`src/rtl/ysyx_24100006_pkg.sv`:
```
// Shared types and constants for the ysyx_24100006 fetch path.
// Latency: none (declarations only).
// Backpressure: n/a.
// Contents: fetch FSM state enum, default reset PC, perf counter width,
// and an alignment helper used when choosing the next fetch target.
package ysyx_24100006_pkg;

  // 3-bit encoding; the two unused codes recover to IDLE.
  typedef enum logic [2:0] {
    FETCH_IDLE  = 3'd0,
    FETCH_REQ   = 3'd1,
    FETCH_RESP  = 3'd2,
    FETCH_OUT   = 3'd3,
    FETCH_WAIT  = 3'd4,
    FETCH_FAULT = 3'd5
  } fetch_state_t;

  localparam logic [31:0] RESET_PC_DEFAULT = 32'h8000_0000;
  localparam int          PERF_CNT_W       = 32;

  // Instructions are word aligned; any low-order bit set is a fault.
  function automatic logic addr_misaligned(input logic [1:0] addr_lo);
    return addr_lo != 2'b00;
  endfunction

endpackage

```
`src/rtl/ysyx_24100006_fetch_ctrl_if.sv`:
```
// Handshake bundle between the fetch controller, instruction memory and IDU.
// Latency: none (wires only).
// Backpressure: imem request/response and instruction hand-off are valid/ready.
// Ports: master = fetch controller side, slave = memory/IDU side.
interface ysyx_24100006_fetch_ctrl_if;

  logic        imem_req_valid;
  logic        imem_req_ready;
  logic [31:0] imem_addr;
  logic        imem_rsp_valid;
  logic        imem_rsp_ready;
  logic [31:0] imem_rdata;
  logic        imem_rsp_err;
  logic        inst_valid;
  logic        inst_ready;
  logic [31:0] instruction;

  modport master (
    output imem_req_valid, imem_addr, imem_rsp_ready, inst_valid, instruction,
    input  imem_req_ready, imem_rsp_valid, imem_rdata, imem_rsp_err, inst_ready
  );

  modport slave (
    input  imem_req_valid, imem_addr, imem_rsp_ready, inst_valid, instruction,
    output imem_req_ready, imem_rsp_valid, imem_rdata, imem_rsp_err, inst_ready
  );

endinterface

```
`src/rtl/ysyx_24100006_perf_cnt.sv`:
```
// Enable-increment event counter, wraps at 2^W.
// Latency: count visible the cycle after en is sampled high.
// Backpressure: none; counts every enabled cycle.
// Ports: clk, reset (sync active-low), en, cnt.
module ysyx_24100006_perf_cnt
  import ysyx_24100006_pkg::*;
#(
  parameter int W = PERF_CNT_W
) (
  input  logic         clk,
  input  logic         reset,
  input  logic         en,
  output logic [W-1:0] cnt
);

  always_ff @(posedge clk) begin
    if (!reset) begin
      cnt <= '0;
    end else if (en) begin
      cnt <= cnt + {{(W-1){1'b0}}, 1'b1};
    end
  end

endmodule

```
`src/rtl/ysyx_24100006_fetch_ctrl.sv`:
```
// Multi-cycle fetch sequencer: owns the PC, fetches one word per instruction, hands it to the IDU.
// Latency: response -> inst_valid next cycle; best case 4 cycles per instruction.
// Backpressure: holds imem_req_valid/addr until accepted, holds inst_valid/instruction until inst_ready.
// Ports: clk, reset (sync active-low); npc/npc_valid from the commit path;
//        bus (master) carries the imem request/response and IDU hand-off;
//        pc_F, fault, fault_pc, fetch_count are status outputs.
module ysyx_24100006_fetch_ctrl
  import ysyx_24100006_pkg::*;
#(
  parameter logic [31:0] RESET_PC = RESET_PC_DEFAULT
) (
  input  logic                       clk,
  input  logic                       reset,
  input  logic [31:0]                npc,
  input  logic                       npc_valid,
  ysyx_24100006_fetch_ctrl_if.master bus,
  output logic [31:0]                pc_F,
  output logic                       fault,
  output logic [31:0]                fault_pc,
  output logic [31:0]                fetch_count
);

  fetch_state_t state_q, state_d;

  logic [31:0] pc_q;
  logic [31:0] instr_q;
  logic [31:0] fault_pc_q;
  logic [31:0] npc_q;
  logic        pend_q;

  logic [31:0] target;
  logic        target_vld;
  logic        target_bad;
  logic        rsp_fire;
  logic        inst_fire;
  logic        early_npc;
  logic        wait_take;

  // A live npc pulse beats a stored one: it is the more recent retirement.
  assign target     = npc_valid ? npc : npc_q;
  assign target_vld = npc_valid | pend_q;
  assign target_bad = addr_misaligned(target[1:0]);

  assign rsp_fire  = (state_q == FETCH_RESP) && bus.imem_rsp_valid;
  assign inst_fire = (state_q == FETCH_OUT)  && bus.inst_ready;
  assign wait_take = (state_q == FETCH_WAIT) && target_vld;

  // npc can retire before this fetch is consumed; park it for WAIT.
  assign early_npc = npc_valid &&
                     ((state_q == FETCH_REQ) || (state_q == FETCH_RESP) ||
                      (state_q == FETCH_OUT));

  // Moore handshake outputs.
  assign bus.imem_req_valid = (state_q == FETCH_REQ);
  assign bus.imem_rsp_ready = (state_q == FETCH_RESP);
  assign bus.inst_valid     = (state_q == FETCH_OUT);
  assign bus.imem_addr      = pc_q;
  assign bus.instruction    = instr_q;

  assign pc_F     = pc_q;
  assign fault    = (state_q == FETCH_FAULT);
  assign fault_pc = fault_pc_q;

  always_ff @(posedge clk) begin
    if (!reset) begin
      state_q <= FETCH_IDLE;
    end else begin
      state_q <= state_d;
    end
  end

  always_comb begin
    state_d = state_q;
    case (state_q)
      FETCH_IDLE: state_d = FETCH_REQ;
      FETCH_REQ: begin
        if (bus.imem_req_ready) state_d = FETCH_RESP;
      end
      FETCH_RESP: begin
        if (bus.imem_rsp_valid) state_d = bus.imem_rsp_err ? FETCH_FAULT : FETCH_OUT;
      end
      FETCH_OUT: begin
        if (bus.inst_ready) state_d = FETCH_WAIT;
      end
      FETCH_WAIT: begin
        if (target_vld) state_d = target_bad ? FETCH_FAULT : FETCH_REQ;
      end
      FETCH_FAULT: state_d = FETCH_FAULT;
      default:     state_d = FETCH_IDLE;
    endcase
  end

  always_ff @(posedge clk) begin
    if (!reset) begin
      pc_q       <= RESET_PC;
      instr_q    <= '0;
      fault_pc_q <= '0;
      npc_q      <= '0;
      pend_q     <= 1'b0;
    end else begin
      if (rsp_fire) begin
        if (bus.imem_rsp_err) fault_pc_q <= pc_q;
        else                  instr_q    <= bus.imem_rdata;
      end
      if (early_npc) begin
        npc_q  <= npc;
        pend_q <= 1'b1;
      end
      if (wait_take) begin
        if (target_bad) begin
          fault_pc_q <= target;
        end else begin
          pc_q   <= target;
          pend_q <= 1'b0;
        end
      end
    end
  end

  ysyx_24100006_perf_cnt #(.W(PERF_CNT_W)) u_fetch_cnt (
    .clk   (clk),
    .reset (reset),
    .en    (inst_fire),
    .cnt   (fetch_count)
  );

endmodule

```
`src/flat_wrapper.sv`:
```
// flat-port wrapper written by rule: the top's interface ports become plain ports
module ysyx_24100006_fetch_ctrl_flat import ysyx_24100006_pkg::*;
#(
  parameter logic [31:0] RESET_PC = RESET_PC_DEFAULT
)
  (clk, reset, npc, npc_valid, pc_F, fault, fault_pc, fetch_count, bus_imem_req_valid, bus_imem_addr, bus_imem_rsp_ready, bus_inst_valid, bus_instruction, bus_imem_req_ready, bus_imem_rsp_valid, bus_imem_rdata, bus_imem_rsp_err, bus_inst_ready);
  ysyx_24100006_fetch_ctrl_if bus_i ();
  input  logic clk;
  input  logic reset;
  input  logic [31:0] npc;
  input  logic npc_valid;
  output logic [31:0] pc_F;
  output logic fault;
  output logic [31:0] fault_pc;
  output logic [31:0] fetch_count;
  output wire logic [$bits(bus_i.imem_req_valid)-1:0] bus_imem_req_valid;
  output wire logic [$bits(bus_i.imem_addr)-1:0] bus_imem_addr;
  output wire logic [$bits(bus_i.imem_rsp_ready)-1:0] bus_imem_rsp_ready;
  output wire logic [$bits(bus_i.inst_valid)-1:0] bus_inst_valid;
  output wire logic [$bits(bus_i.instruction)-1:0] bus_instruction;
  input wire logic [$bits(bus_i.imem_req_ready)-1:0] bus_imem_req_ready;
  input wire logic [$bits(bus_i.imem_rsp_valid)-1:0] bus_imem_rsp_valid;
  input wire logic [$bits(bus_i.imem_rdata)-1:0] bus_imem_rdata;
  input wire logic [$bits(bus_i.imem_rsp_err)-1:0] bus_imem_rsp_err;
  input wire logic [$bits(bus_i.inst_ready)-1:0] bus_inst_ready;
  assign bus_imem_req_valid = bus_i.imem_req_valid;
  assign bus_imem_addr = bus_i.imem_addr;
  assign bus_imem_rsp_ready = bus_i.imem_rsp_ready;
  assign bus_inst_valid = bus_i.inst_valid;
  assign bus_instruction = bus_i.instruction;
  assign bus_i.imem_req_ready = bus_imem_req_ready;
  assign bus_i.imem_rsp_valid = bus_imem_rsp_valid;
  assign bus_i.imem_rdata = bus_imem_rdata;
  assign bus_i.imem_rsp_err = bus_imem_rsp_err;
  assign bus_i.inst_ready = bus_inst_ready;
  ysyx_24100006_fetch_ctrl #(.RESET_PC(RESET_PC)) u_core (.clk(clk), .reset(reset), .npc(npc), .npc_valid(npc_valid), .bus(bus_i), .pc_F(pc_F), .fault(fault), .fault_pc(fault_pc), .fetch_count(fetch_count));
endmodule
```
`config.mk`:
```
export PLATFORM = sky130hd
export DESIGN_NAME = ysyx_24100006_fetch_ctrl_flat
export DESIGN_NICKNAME = d
export VERILOG_FILES = /design/src/rtl/ysyx_24100006_pkg.sv /design/src/rtl/ysyx_24100006_fetch_ctrl_if.sv /design/src/rtl/ysyx_24100006_perf_cnt.sv /design/src/rtl/ysyx_24100006_fetch_ctrl.sv /design/src/flat_wrapper.sv
export SDC_FILE = /design/constraint.sdc
export NUM_CORES = 1
export LEC_CHECK = 0
export BUFFER_PORTS_ARGS = -buffer_cell sky130_fd_sc_hd__buf_2
export CAP_MARGIN = 0
export CORE_MARGIN = 2
export CORE_UTILIZATION = 30
export DETAILED_ROUTE_END_ITERATION = 10
export PLACE_DENSITY = 0.63
export SYNTH_ARGS = -nofsm -noshare
export SYNTH_HDL_FRONTEND = slang
export SYNTH_SLANG_ARGS = --single-unit
```
`constraint.sdc`:
```
create_clock -name clk -period 3.25 [get_ports clk]
set_input_delay 0 -clock clk [delete_from_list [all_inputs] [get_ports clk]]
set_output_delay 0 -clock clk [all_outputs]
set_load 0.02 [all_outputs]
```
Word-level counts from Yosys, hierarchy flattened
Cells that the tools add are included.
{"block": "op_classes", "bitwise": 3, "n_reduce_logical": 11, "n_eq_ne": 9, "mux": 15, "n_addsub": 1}
{"operator": "32-bit two-way mux", "count": 5}
{"operator": "32-bit by 1-bit adder with 32-bit output, second input constant", "count": 1}
{"operator": "3-bit two-way mux", "count": 6}
{"operator": "3-bit case mux with 6 select lines", "count": 1}
{"operator": "2-bit by 1-bit inequality test with 1-bit output, second input constant", "count": 4}
{"operator": "3-bit by 2-bit == test with 1-bit output, second input constant", "count": 2}
{"operator": "3-bit == test, second input constant", "count": 2}
{"operator": "1-bit logical AND", "count": 4}
{"operator": "2-bit AND reduction", "count": 2}
{"operator": "4-bit AND reduction", "count": 1}
{"operator": "3-bit by 1-bit == test with 1-bit output, second input constant", "count": 1}
{"operator": "3-bit zero test", "count": 1}
{"operator": "1-bit two-way mux", "count": 3}
{"operator": "1-bit logical OR", "count": 2}
{"operator": "1-bit NOT", "count": 2}
{"operator": "2-bit nonzero test", "count": 1}
{"operator": "1-bit OR", "count": 1}
{"block": "word_totals", "input_bits": 71, "out_inout_bits": 164, "register_bits": 164, "wordCells": 46}

Longest topological paths before layout
{"block": "logic_depth", "word_depth": 7, "depth_mapped": 8, "depth_no_buf": 5}

By module
Synthesis repeated with hierarchy kept, for this count alone.
{"block": "hier_totals", "cells_unflattened": 818, "hier_area_um2": 7165.6}
{"mod": "ysyx_24100006_fetch_ctrl", "n_inst": 1, "area_per_inst_um2": 5602.9, "cells_per_inst": 642, "seq_area_each_um2": 2642.5}
{"mod": "ysyx_24100006_perf_cnt", "n_inst": 1, "area_per_inst_um2": 1562.7, "cells_per_inst": 176, "seq_area_each_um2": 640.6}

Least setup slack after synthesis
Ideal clock, no wire load.
{"block": "synth_path", "path_type": "register -> register", "startpoint": "reg u_core.u_fetch_cnt.cnt[0]", "endpoint": "reg u_core.u_fetch_cnt.cnt[30]", "path_buffers": 1, "setup_ps": 70, "synth_period_minus_slack_ps": 2098, "path_stages_with_launch": 7, "t_arrival_ps": 2028, "path_slack_ps": 1152, "required_time_ps": 3180, "cell_sequence": "dfxtp_1 ha_1 nand3_1 or4_1 buf_2 or4_1 a21oi_1"}
{"block": "synth_between", "elab_chain_len": 1}
{"element": "start, declared", "line": "ysyx_24100006_perf_cnt.sv:13", "rtl": "output logic [W-1:0] cnt"}
{"element": "start signal, assigned", "line": "ysyx_24100006_perf_cnt.sv:20", "rtl": "cnt <= cnt + {{(W-1){1'b0}}, 1'b1};"}
{"element": "32-bit by 1-bit adder with 32-bit output", "line": "ysyx_24100006_perf_cnt.sv:20"}
Every way passes these cells.
A chain may end at the register's enable or synchronous reset.

Worst setup path in the final report
{"block": "layout_path", "startpoint": "reg u_core.state_q[1]", "endpoint": "reg u_core.fault_pc_q[28] (netlist: u_core.fault_pc[28])"}
{"block": "layout_between", "elab_chain_len": 5, "word_cells_on_any_way": 7, "classes_between": "eq/ne (2); mux (3); reduce/logical (2)"}
{"element": "start, declared", "line": "ysyx_24100006_fetch_ctrl.sv:23", "rtl": "fetch_state_t state_q, state_d;"}
{"element": "start signal, assigned", "line": "ysyx_24100006_fetch_ctrl.sv:68", "rtl": "state_q <= state_d;"}
{"element": "3-bit by 2-bit == test with 1-bit output", "line": "ysyx_24100006_fetch_ctrl.sv:44", "rtl": "assign rsp_fire = (state_q == FETCH_RESP) && bus.imem_rsp_valid;"}
{"element": "1-bit logical AND", "line": "ysyx_24100006_fetch_ctrl.sv:44"}
{"element": "32-bit two-way mux", "line": "ysyx_24100006_fetch_ctrl.sv:101", "rtl": "if (rsp_fire) begin"}
{"element": "32-bit two-way mux", "line": "ysyx_24100006_fetch_ctrl.sv:110", "rtl": "if (target_bad) begin"}
{"element": "32-bit two-way mux (*)", "line": "ysyx_24100006_fetch_ctrl.sv:109", "rtl": "if (wait_take) begin"}
{"element": "end signal, assigned", "line": "ysyx_24100006_fetch_ctrl.sv:102", "rtl": "if (bus.imem_rsp_err) fault_pc_q <= pc_q;"}
{"element": "end signal, assigned", "line": "ysyx_24100006_fetch_ctrl.sv:111", "rtl": "fault_pc_q <= target;"}
{"element": "end, declared", "line": "ysyx_24100006_fetch_ctrl.sv:27", "rtl": "logic [31:0] fault_pc_q;"}
Mark *: on every way between the ends. The rest lies on a longest branch, timed or not.

==> results.json <==
{
  "yosysSeqAreaShare_pct": 45.0,
  "cts_resized": 0,
  "grt_usage_pct": 16.7,
  "grt_max_degree": 71,
  "ctsHoldBuffers": 65,
  "grt_pass1_wl_um": 34200,
  "reg2reg_to": "u_core.fault_pc[28]",
  "syn_area_per_cell_sq_um": 8.77,
  "slew_violations": 0,
  "die_width_um": 160,
  "syn_to_final_growth_pct": 33.8,
  "max_freq_mhz": 414,
  "holdPathEnd": "u_core.state_q[2]",
  "r2r_slack_ns": 0.83,
  "synth_area_sq_um": 7290,
  "yosysMostFrequentCell": "dfxtp_1",
  "drt_iter0_drc": 350,
  "tns_ns": 0,
  "reg2reg_from": "u_core.state_q[1]",
  "row_count": 57,
  "outcome": "complete, no violations",
  "synth_common_cells": "dfxtp_1, nand2_1, a21oi_1, clkbuf_1, nor2_1",
  "final.period_utilization_pct": 74.3,
  "dieArea_sq_um": 25600,
  "route.antenna.remaining_nets": 0,
  "path_buf_inv": 1,
  "cp-start-kind": "flip-flop",
  "hold_violations": 0,
  "holdPathStages": 5,
  "viasPerCell": 4.84,
  "post_cts_buffers": 0,
  "synthCells": 832,
  "peakVddDrop_v": 0.000286,
  "yosys.area.top_type": "dfxtp_1",
  "cts_buffer_depth": 2,
  "firstDrtPassIters": 6,
  "critical_path.slowest_cell": "or3b_2",
  "synth_cell_types": 52,
  "powerDensity_nw_per_um2": 477,
  "hold_path.class": "input port to flip-flop",
  "crit_chain": "or3b_2 > nor2_4 > buf_4 > mux2_2 > o211a_1",
  "synth_nets": 904,
  "port_buffers": 234,
  "io_pins": 235,
  "final-setup-viol-count": 0,
  "insertion_delay_ns": 0.42,
  "yosys.area.top_type_share_pct": 45.0,
  "cts_tree": "yes",
  "grt_overflow": 0,
  "cpLargestDelayFamily": "simple AND/OR/NAND/NOR gates",
  "yosys_warnings": 0,
  "max_slew_margin_pct": 40.3,
  "synth-async-reset-ratio_pct": 0,
  "synth_area_leaders": "dfxtp_1, nand2_1, a21oi_1",
  "finClkSkew_ns": 0.0107,
  "seqCellArea_sq_um": 3280,
  "worstSetupPathType": "flip-flop to flip-flop",
  "cts.htree.levels": 4,
  "fp.dieH_um": 160,
  "crit_arrival_ns": 2.73,
  "synth_edf_count": 0,
  "start_util_pct": 30.3,
  "synth_seq_cells": 164,
  "crit_path_end_kind": "flip-flop",
  "hp-start": "bus_inst_ready",
  "grt_pass1_vias": 6560,
  "clkSinkCount": 164,
  "antenna_found_initial": 0,
  "n_fill_cell": 2440,
  "root_buffer": "clkbuf_16",
  "post-route-drc-count": 0,
  "cp.required_ns": 3.56,
  "gp_congestion": 0.757,
  "path_clk_slew_ns": 0.06,
  "cts_buffers": 17,
  "cap_violations": 0,
  "core_area_sq_um": 24100,
  "wl_per_cell_um": 15.3,
  "antenna_cells": 0,
  "routed_wl_um": 21400,
  "hold-worst-slack_ns": 0.0477,
  "fin_nets": 1135,
  "drive_above_1_share_pct": 29.6,
  "slowest_delay_ns": 0.57,
  "cp_max_fo": 32,
  "vias": 6765,
  "fin_crit_ns": 2.42,
  "multi_input_area_sq_um": 3480,
  "dp_hpwl_um": 13800,
  "worstMarginPinSlew_ns": 0.888,
  "leakage_uw": 0.00442,
  "worstRegToRegCells": 5,
  "rsz0062_at_grt": "no",
  "synth_top_flop_cell": "dfxtp_1"
}
-- tightest hold or removal path, cell delays in order --
cell	delay, ns
buf_2	0.13
nand2_1	0.06
o21ai_0	0.07
nand3b_1	0.09
a21oi_1	0.05
-- power breakdown --
group / internal, uW / switching [uW] / total (uW)
clock: 1310 / 845 / 2150
combinational: 181 / 241 / 422
sequential: 2050 / 30.6 / 2080
total: 3540 / 1120 / 4660
-- cells by family after synthesis --
logic type / after synthesis / share of synthesized area, %
AO/OA/AOI/OAI: 185 / 16.9
XOR/XNOR: 7 / 0.840
adder cells (fa/ha/maj): 1 / 0.171
buffers and inverters: 107 / 7.58
flip-flops: 164 / 45.0
multiplexers: 64 / 9.30
AND/OR/NAND/NOR: 304 / 20.2
-- stage by stage --
step	area (sq um)	setup WS [ns]	std cells	power [uW]	util (%)
detailed placement	8490	0.826	1303	2490	35.2
floorplan	7290	1.15	832	2350	-
CTS	9760	0.824	1398	4730	40.5
finish	9760	0.834	1398	4660	40.5
global placement	8490	0.877	1303	2490	35.2
global route	9760	0.717	1398	4850	40.5
-- registers in the layout, indices dropped and copies added, names as in the netlist --
register and count:
u_core.bus.imem_addr 32, u_core.bus.instruction 32, u_core.fault_pc 32, u_core.npc_q 32, u_core.pend_q 1, u_core.state_q 3
u_core.u_fetch_cnt.cnt 32
-- per-layer routing --
layer	vias to the layer above	routed length, um	part of all wire [%]	global-route usage (%)
met2	213	10300	48	28.6
li1	3366	-	-	-
met1	3150	9290	43	20.1
met5	-	0	0	0
met4	0	522	2.4	6.47
met3	36	1200	5.6	4.23
-- cell type report --
cell class	instances	area share, %
Inverter	8	0.333
Clock inverter	11	1.81
Timing Repair Buffer	311	19.8
Sequential cell	164	33.6
Multi-Input combinational cell	561	35.7
Tap cell	324	4.15
Clock buffer	19	4.54
-- placed cells by master (no fill, tap or decap), types with 3 or more instances in the layout --
master / instances
buf_4: 10
inv_1: 7
clkbuf_16: 17
a21oi_1: 90
nor4_1: 5
nand4_1: 8
and3_1: 4
nand3_1: 41
o21ai_0: 9
mux2i_1: 34
clkinvlp_4: 4
bufinv_16: 4
o31ai_1: 15
o211a_1: 30
xor2_1: 3
nand3b_1: 3
mux2_2: 29
nor2_1: 42
buf_2: 234
nand2_1: 146
o41ai_1: 3
nor3b_1: 4
a211oi_1: 30
xnor2_1: 4
dfxtp_1: 164
or4_1: 19
nor3_1: 3
or3_1: 5
dlygate4sd3_1: 65
-- worst max-delay path by stage --
stage / from / endpoint / slack, ns / depth (start not counted)
6_report: u_core.state_q[1] / u_core.fault_pc[28] / 0.83 / 5
5_1_grt: u_core.state_q[1] / u_core.fault_pc[22] / 0.72 / 5
4_1_cts: u_core.state_q[1] / u_core.fault_pc[28] / 0.82 / 5
3_5_place_dp: u_core.state_q[1] / u_core.fault_pc[28] / 0.83 / 5
3_3_place_gp: u_core.state_q[1] / u_core.fault_pc[22] / 0.88 / 5
2_1_floorplan: u_core.u_fetch_cnt.cnt[0] / u_core.u_fetch_cnt.cnt[30] / 1.15 / 6
No activity file was read; power rests on OpenSTA's default activity.
